==> src/rtl/pattern_broadcaster.sv <==
// Drives operand buses a/b and cin for a datapath under test from two scan pins (broadcast, serial, walking-one).
// BCAST completes in 1 cycle, SERIAL/WALK in N cycles; no backpressure, start is ignored while busy.
module pattern_broadcaster #(
  parameter int N = 16,
  localparam int CNT_W = $clog2(N)
) (
  input  logic         clk,
  input  logic         rst,
  input  logic [1:0]   mode,
  input  logic         start,
  input  logic         pin_a,
  input  logic         pin_b,
  output logic [N-1:0] a,
  output logic [N-1:0] b,
  output logic         cin,
  output logic         busy,
  output logic         done
);

  typedef enum logic {
    IDLE = 1'b0,
    RUN  = 1'b1
  } state_t;

  localparam logic [1:0] MODE_BCAST  = 2'b00;
  localparam logic [1:0] MODE_SERIAL = 2'b01;
  localparam logic [1:0] MODE_WALK   = 2'b10;

  state_t             state_q, state_d;
  logic [CNT_W-1:0]   cnt_q, cnt_d;
  logic [1:0]         mode_q, mode_d;
  logic [N-1:0]       a_d, b_d;
  logic               cin_d, done_d;
  logic               cnt_last;

  assign cnt_last = (cnt_q == CNT_W'(N - 1));
  assign busy     = (state_q == RUN);

  always_comb begin
    state_d = state_q;
    cnt_d   = cnt_q;
    mode_d  = mode_q;
    a_d     = a;
    b_d     = b;
    cin_d   = cin;
    done_d  = 1'b0;

    case (state_q)
      IDLE: begin
        if (start && (mode != 2'b11)) begin
          cin_d  = pin_a;
          mode_d = mode;
          case (mode)
            MODE_BCAST: begin
              a_d    = {N{pin_a}};
              b_d    = {N{pin_b}};
              done_d = 1'b1;
            end
            MODE_SERIAL: begin
              a_d     = {pin_a, a[N-1:1]};
              b_d     = {pin_b, b[N-1:1]};
              cnt_d   = CNT_W'(1);
              state_d = RUN;
            end
            MODE_WALK: begin
              a_d     = {{(N-1){1'b0}}, 1'b1};
              b_d     = {N{pin_b}};
              cnt_d   = CNT_W'(1);
              state_d = RUN;
            end
            default: ;
          endcase
        end
      end

      RUN: begin
        // mode_q was captured at start; the live mode input is ignored here
        if (mode_q == MODE_SERIAL) begin
          a_d = {pin_a, a[N-1:1]};
          b_d = {pin_b, b[N-1:1]};
        end else begin
          a_d = a << 1;
        end
        if (cnt_last) begin
          state_d = IDLE;
          cnt_d   = '0;
          done_d  = 1'b1;
        end else begin
          cnt_d = cnt_q + CNT_W'(1);
        end
      end

      default: state_d = IDLE;
    endcase
  end

  always_ff @(posedge clk) begin
    if (rst) begin
      state_q <= IDLE;
      cnt_q   <= '0;
      mode_q  <= MODE_BCAST;
      a       <= '0;
      b       <= '0;
      cin     <= 1'b0;
      done    <= 1'b0;
    end else begin
      state_q <= state_d;
      cnt_q   <= cnt_d;
      mode_q  <= mode_d;
      a       <= a_d;
      b       <= b_d;
      cin     <= cin_d;
      done    <= done_d;
    end
  end

endmodule

==> config.mk <==
export PLATFORM = sky130hd
export DESIGN_NAME = pattern_broadcaster
export DESIGN_NICKNAME = d
export VERILOG_FILES = /design/src/rtl/pattern_broadcaster.sv
export SDC_FILE = /design/constraint.sdc
export NUM_CORES = 1
export LEC_CHECK = 0
export CAP_MARGIN = 25
export CORE_AREA = 2 2 73 75
export CTS_BUF_LIST = sky130_fd_sc_hd__clkbuf_4
export DETAILED_ROUTE_END_ITERATION = 10
export DIE_AREA = 0 0 75 77
export HOLD_SLACK_MARGIN = 0.05
export PLACE_DENSITY = 0.78
export SLEW_MARGIN = 25
export SYNTH_ARGS = -nofsm -noshare
export SYNTH_HDL_FRONTEND = slang
export SYNTH_SLANG_ARGS = --single-unit
export TNS_END_PERCENT = 30
==> constraint.sdc <==
create_clock -name clk -period 6.7 [get_ports clk]
set_input_delay 2.01 -clock clk [delete_from_list [all_inputs] [get_ports clk]]
set_output_delay 2.01 -clock clk [all_outputs]
set_load 0.01 [all_outputs]
=== Word-level counts from Yosys, hierarchy flattened ===
Cells that the tools add are included.

* Register bits after elaboration: 41
* ROM bits: 0
* Latch bits: 0
* Output and inout bits: 35
* Memories: 0
* Bits of input ports: 7
* Word-level logic and storage cells: 47
* RAM bits: 0

* $lt $le $gt $ge: 0
* Muxes and demuxes: 20
* $mul: 0
* Shift-type cells: 0
* Add/sub/neg operators: 1
* Reductions and logical operators: 8
* Bitwise operators: 1
* Equality and inequality tests: 10
* Div/mod/pow operators: 0

{| class="wikitable"
|+ Operators by type and width
! cell !! count
|-
| $pmux W16 S2 || 3
|-
| $mux W16 || 4
|-
| $pmux W16 S3 || 1
|-
| $mux W4 || 3
|-
| $pmux W4 S2 || 1
|-
| $mux W1 || 6
|-
| $ne A2 B2 Y1 const B || 3
|-
| $reduce_and A2 Y1 || 3
|-
| $add A4 B1 Y4 const B || 1
|-
| $eq A2 B1 Y1 const B || 2
|-
| $eq A4 B4 Y1 const B || 1
|-
| $ne A4 B1 Y1 const B || 1
|-
| $pmux W1 S2 || 2
|-
| $reduce_or A2 Y1 || 2
|-
| $ne A3 B2 Y1 const B || 1
|-
| $reduce_and A3 Y1 || 1
|-
| $eq A2 B2 Y1 const B || 1
|-
| $logic_not A2 Y1 || 1
|-
| $ne A2 B1 Y1 const B || 1
|-
| $logic_and A1 B1 Y1 || 1
|-
| $not A1 Y1 || 1
|}

=== Longest topological paths before layout ===
* Depth in word-level cells: 5
* Gate-level depth with buffers: 9
* Mapped depth without buffers: 6

=== Worst setup path after synthesis ===
No wires, ideal clock.

* Kind: in2reg
* From: input port mode[1]
* To: register a[1]
* Arrival: 3.421 ns
* Required time: 6.630 ns
* Library setup time: 0.070 ns
* Path buffers: 3
* Cell stages on the path: 9
* Slack: 3.209 ns
* Cell sequence: inv_1 -> ha_1 -> buf_6 -> or3_4 -> a21oi_4 -> buf_6 -> buf_6 -> nand2_1 -> a21oi_2

* Word-level cells in the longest chain between the ends: 4
* Elaborated cells on any way between the ends: 11
* Those cells by class: 5 x eq/ne; 3 x mux; 3 x reduce/logical

{| class="wikitable"
|+ RTL lines
! what !! line !! text
|-
| start: declaration || 9 || <nowiki>input logic [1:0] mode,</nowiki>
|-
| $eq A2 B2 Y1 (tied with other cells) || 53 || <nowiki>case (mode)</nowiki>
|-
| $pmux W16 S3 or $logic_and A1 B1 Y1 (tied branches) || 53, 50 ||
|-
| $mux W16 or $ne A2 B2 Y1 (tied branches) || - ||
|-
| $pmux W16 S2 or $reduce_and A2 Y1 (tied branches) || - ||
|-
| end signal: assignment || 102 || <nowiki>a <= '0;</nowiki>
|-
| end signal: assignment || 110 || <nowiki>a <= a_d;</nowiki>
|-
| end: declaration || 13 || <nowiki>output logic [N-1:0] a,</nowiki>
|}

Parallel ways exist; a longest one is shown, timed or not. The select of a mux whose other input is x is not followed.
A chain may end at the register's enable or synchronous reset.

=== Final worst setup path ===
* From: input port mode[1]
* To: register b[12]

* Word-level cells in the longest chain between the ends: 5
* Elaborated cells on any way between the ends: 12
* Those cells by class: 5 x eq/ne; 3 x mux; 4 x reduce/logical

{| class="wikitable"
|+ RTL lines
! what !! line !! text
|-
| $eq A2 B2 Y1 or $logic_not A2 Y1 (tied branches) || 53 ||
|-
| $reduce_or A2 Y1 (no source line) || - ||
|-
| $pmux W16 S2 || 53 ||
|-
| $mux W16 || 50 || <nowiki>if (start && (mode != 2'b11)) begin</nowiki>
|-
| $pmux W16 S2 || 48 || <nowiki>case (state_q)</nowiki>
|-
| end signal: assignment || 103 || <nowiki>b <= '0;</nowiki>
|-
| end signal: assignment || 111 || <nowiki>b <= b_d;</nowiki>
|-
| end: declaration || 14 || <nowiki>output logic [N-1:0] b,</nowiki>
|}

Parallel ways exist; a longest one is shown, timed or not. The select of a mux whose other input is x is not followed.

==> impl_metrics.json <==
{
  "end_kind": "flop",
  "p_per_area_mw_per_mm2": 225,
  "grt_pass1_vias": 1738,
  "die-area_mm2": 0.00578,
  "hold_start": "cin$_SDFFE_PP0P_",
  "setup_ws_ps": 2510,
  "crit_fanout": 33,
  "finalCritPeriodShare": 0.625,
  "cts_made_buffers": 5,
  "synth-xor-area-share": 0,
  "post_synth_fa_ha_maj_area_fraction": 0.0291,
  "synth-seq-area-share": 0.382,
  "totalWireLength_mm": 5.11,
  "slowest_stage": "clkdlybuf4s50_1",
  "pre_cts_ws_ps": 1670,
  "grt_pass1_wl_mm": 8.69,
  "outcome": "completed",
  "tns_ps": 0,
  "cts_sinks": 41,
  "yosys.area_share.simple": 0.149,
  "htreeDepth": 2,
  "rsz0062_at_grt": "no",
  "ys_ff_latch": 41,
  "maxCapViolations": 0,
  "cts_hold_repair.buffers": 0,
  "crit_type": "input pin to flop",
  "arrival_ps": 4460,
  "synth_top_family_by_area": "compound AO/OA/AOI/OAI gates",
  "cts_max_path_buffers": 2,
  "synthDistinctLibCells": 32,
  "syn2layout_area_growth_pct": 21.9,
  "yosys.area.top_type": "dfxtp_1",
  "synth_mux_area_frac": 0.0792,
  "reg2reg_from": "busy$_SDFF_PP0_",
  "synth.avg_cell_area_um2": 8.73,
  "core_mm2": 0.00498,
  "grt_overflow_total": 0,
  "dpl.hpwl_mm": 3.21,
  "ir_drop_v": 0.000136,
  "finalCriticalPeriod_ps": 4190,
  "clock_skew_ps": 12.1,
  "timing.fmax_mhz": 239,
  "gp_congestion": 0.746,
  "design_area_mm2": 0.00262,
  "vias": 1991,
  "path_cells": "clkdlybuf4s50_1 > inv_1 > ha_1 > or3_4 > a21oi_4 > buf_16 > a211oi_1 > nor3_1",
  "antenna_found_initial": 0,
  "startpoint": "mode[1]",
  "io_buffers": 41,
  "yosys-top-cells-area": "dfxtp_1, mux2i_1, a221o_1",
  "ant_nets": 0,
  "die_h_um": 77,
  "p_leak_nw": 0.871,
  "cts_tree": "built",
  "drt-vias-per-instance": 5.80,
  "post_cts_buffers": 0,
  "cts_resized": 0,
  "maxSlewViolCount": 0,
  "final_util": 0.526,
  "initial_core_util": 0.432,
  "startpoint_type": "input pin",
  "required_ps": 6970,
  "hold_viol_final": 0,
  "netlist_instances": 246,
  "grtUsageTotal": 0.186,
  "drcViolationCount": 0,
  "placed_cell_area_mm2": 0.00252,
  "syn_area_mm2": 0.00215,
  "min_path_type": "flop to flop",
  "row_count": 26,
  "drive_gt1_frac": 0.0989,
  "fin_nets": 284,
  "clk_pin_slew_worst_paths_ps": 130,
  "dr.pass1.iters": 4,
  "finalSetupViolations": 0,
  "layout_common_cells": "dfxtp_1, clkdlybuf4s50_1, a21oi_1",
  "tightest_slew_ps": 678,
  "synth_top_area_frac": 0.382,
  "relSlewSlack": 0.548,
  "ioPinCount": 42,
  "critPathMaxStageDelay_ps": 540,
  "ys.warnings.count": 0,
  "grt_max_degree": 46,
  "diodes": 0,
  "dieWidth_um": 75,
  "wl_per_cell_um": 14.9,
  "synth_compound_area_frac": 0.282,
  "syn_nets": 258,
  "cts-root-buf": "clkbuf_4",
  "clkLatencyLatePin_ps": 350,
  "drt_iter0_drc": 171
}
[worst max-delay path, delay by kind of cell]
| family | cells | cell delay, ps |
|---|---|---|
| buffers and inverters | 3 | 860 |
| AND/OR/NAND/NOR | 2 | 700 |
| adder cells (fa/ha/maj) | 1 | 410 |
| AO/OA/AOI/OAI | 2 | 460 |
[synthesized netlist by cell type (all sizes together)]
library cell,n
nand2,17
mux2i,17
nor2b,2
dfxtp,41
nor3,17
and2,1
a311oi,3
nand4,1
o21ai,3
a41oi,1
ha,5
a21o,2
nor2,10
a21oi,38
inv,6
a211oi,16
o21bai,1
a22oi,1
nand3,18
o311ai,1
a221o,14
or3,1
clkbuf,14
a31oi,1
buf,12
nand2b,1
o22ai,2
[registers in the layout (all words and copies together), names as in the netlist]
name / flops
a: 16
busy: 1
done: 1
b: 16
cin: 1
mode_q: 2
cnt_q: 4
[layer usage]
layer  vias to the layer above  global-route usage  share of wire
li1                        964                   -              -
met1                       961               0.280           0.47
met2                        58               0.264           0.46
met3                         8              0.0434          0.054
met4                         0              0.0446          0.013
met5                         -                   0              0
[cell type report]
type | count | area (µm²)
fillers | 486 | 2360
repair buffers | 45 | 460
clock inverters | 2 | 10.0
inverters | 6 | 22.5
well taps | 70 | 87.6
clock buffers | 6 | 45.0
flip-flops and latches | 41 | 821
multi-input cells | 173 | 1170
[through the flow]
step           cells  total power [mW]  hold WS [ps]
3_5_place_dp     334             0.459           482
6_report         343             0.588           515
4_1_cts          342             0.582           513
2_1_floorplan    246             0.401           475
5_1_grt          343             0.618           539
3_3_place_gp     334             0.456           476
[cell families after synthesis]
kind of cell               after synthesis
DFF                                     41
buffers and inverters                   32
AOI/OAI and AO/OA                       83
and+or+nand+nor                         68
adders and majority gates                5
muxes                                   17
[power by group]
| group | internal [mW] | switching [mW] | total [mW] | leakage (nW) |
|---|---|---|---|---|
| combinational | 0.0810 | 0.0903 | 0.171 | 0.499 |
| clock | 0.0442 | 0.0831 | 0.127 | 0.0354 |
| sequential | 0.267 | 0.0230 | 0.290 | 0.336 |
| total | 0.392 | 0.196 | 0.588 | 0.871 |
[worst paths after layout]
path	end	slack [ps]	cells past startpoint
max reg2reg	b[12]$_SDFFE_PP0P_	4730	5
min	cin$_SDFFE_PP0P_	510	2
max	b[12]$_SDFFE_PP0P_	2510	8
min reg2reg	cin$_SDFFE_PP0P_	510	2
(Power assumes the default switching activity.)
==> edit: new RTL, config.mk and constraints unchanged <==
Remove the register `done`: a continuous assignment takes its place, so the output `done` follows one clock earlier.
--- a/src/rtl/pattern_broadcaster.sv
+++ b/src/rtl/pattern_broadcaster.sv
@@ -102,7 +102,6 @@
       a       <= '0;
       b       <= '0;
       cin     <= 1'b0;
-      done    <= 1'b0;
     end else begin
       state_q <= state_d;
       cnt_q   <= cnt_d;
@@ -110,9 +109,10 @@
       a       <= a_d;
       b       <= b_d;
       cin     <= cin_d;
-      done    <= done_d;
     end
   end
 
+  assign done = done_d;
+
 endmodule
 
Function: changed (a bounded check fails within 4 cycles, from zero or initial values and one cycle with rst high).
==> edit against the original RTL <==
- total power is 4.1% higher
- area after synthesis shrank 1.9%
- cell area about the same
- setup slack worse by 1.7 ns
- sequential cell count is 1 lower
- via count shrank 3.4%
- cell count fell by 0.58%
- sequential power decreased by 3%
- routed wire length down 4.5%
- count of clock-buffer cells in the layout decreased by 1
- critical path type is now input port to output port
- largest cell class unchanged
==> edit: results (changes against the original RTL) <==
| Metric | Value |
|---|---|
| Status | finished clean |
| Leakage | 0.869 nW (-0.16%) |
| Reg-to-reg slack, setup | 4.83 ns (+0.10 ns) |
| Final nets | 282 (-0.70%) |
| Ys flop type | dfxtp_1 |
| Syn nets | 252 (-2.3%) |
| First-pass GRT wire length | 8220 um (-5.3%) |
| Worst hold endpoint | cnt_q[3] |
| Seq/Total Area, Yosys | 38.0% (-0.20 points) |
| Detail Placement HPWL | 3120 um (-2.7%) |
| Share of flip-flops with an asynchronous set or reset | 0% (unchanged) |
| Filler Cell Count | 464 (-4.5%) |
| Clock skew | 0.0159 ns (+0.00382 ns) |
| Terminus of the critical flop-to-flop path | b[8] |
| IO Port Bufs | 41 (unchanged) |
| Hold_sp | cnt_q[3] |
| Post-CTS Resized | 0 (unchanged) |
| Top post-synthesis cells by area | dfxtp_1 38%, mux2i_1 8.1%, a221o_1 6.7%, a211oi_1 6.4%, a21oi_1 6.4% |
| Critical Path Fanout Max | 5 (-85%) |
| Post-Syn Instances | 240 (-2.4%) |
| Hold WC Path Type | flip-flop to flip-flop |
| WP data arrival | 3.84 ns (-0.62 ns) |
| Vias in the first global route | 1724 (-0.81%) |
| Cells after DPL | 332 (-0.60%) |
| CTS clk-pin slew, worst paths | 0.11 ns (-0.02 ns) |
| Starting DRC count in detailed routing | 164 (-4.1%) |
| H-tree lvl count | 2 (unchanged) |
| VDD IR max | 131 uV (-4.0%) |
| Routed WL | 4890 um (-4.5%) |
| Synth top cells by count | 40 x dfxtp_1, 27 x a21oi_1, 20 x nand2_1 |
| Proportion of layout cells with a drive suffix above 1 | 10.7% (+0.81 points) |
| Placer Congestion | 0.763 (+2.2%) |
| Total GRT Usage | 17.8% (-0.73 points) |
| Via density | 5.64 (-2.8%) |
| Worst Tran Pin Value | 0.668 ns (-0.00977 ns) |
| Hold Path Depth | 1 (-1) |
| Reg2Reg Depth | 6 (+1) |
| Layout Cells excl Fill | 341 (-0.58%) |
edit: cell types whose count changed after synthesis, sizes merged, moves of 2 or more:
cell    unedited run  this run
a211oi            16        18
clkbuf            14        10
nor2              10         8
nand2             17        20
edit: stage by stage:
stage / total power, mW / hold slack, ns / worst slack [ns] / area [um^2]
after floorplan: 0.393 / 0.439 / 1.93 / 2110
after global placement: 0.449 / 0.460 / 0.894 / 2500
after detailed placement: 0.453 / 0.464 / 0.840 / 2510
after CTS: 0.613 / 0.483 / 0.844 / 2590
after global routing: 0.650 / 0.522 / 0.720 / 2620
final: 0.612 / 0.482 / 0.855 / 2620
edit: layout make-up:
type / instances / area share (%)
tap: 70 / 3.35
clock inverter: 3 / 1.63
clock buffer: 5 / 1.43
sequential: 40 / 30.6
multi-input combinational: 171 / 44.3
timing repair buffer: 46 / 17.9
inverter: 6 / 0.860
edit: worst max-delay path, stage by stage:
cell	delay, ns
clkdlybuf4s50_1	0.47
ha_1	0.25
nor3b_2	0.37
nand2_1	0.09
o21ai_0	0.08
clkdlybuf4s50_1	0.56
edit: cells by family after synthesis:
group	Yosys count	share of synthesized area (%)
compound gates	81	28.0
fa+ha+maj	5	2.97
buf+inv	29	7.48
flops	40	38.0
mux	17	8.08
simple gates	68	15.4
edit: per-layer routing:
| layer | global-route usage, % | share of wire [%] | vias to the layer above |
|---|---|---|---|
| met1 | 25.3 | 45 | 919 |
| met5 | 0 | 0 | - |
| met4 | 6.25 | 1.3 | 0 |
| met3 | 4.60 | 5.2 | 5 |
| met2 | 25.8 | 48 | 43 |
| li1 | - | - | 957 |
edit: how the worst max path moves through the flow:
stage	startpoint	end	slack (ns)	cells after the start
final	mode[0]	done	0.85	6
after detailed placement	mode[0]	done	0.84	6
after global routing	mode[0]	done	0.72	6
after floorplan	mode[0]	done	1.93	4
after CTS	mode[0]	done	0.84	6
after global placement	mode[0]	done	0.89	6
edit: power breakdown:
part / leakage (nW) / total [mW] / internal (mW) / switching (mW)
registers: 0.328 / 0.282 / 0.261 / 0.0213
logic: 0.500 / 0.170 / 0.0810 / 0.0894
clock network: 0.0412 / 0.160 / 0.0778 / 0.0821
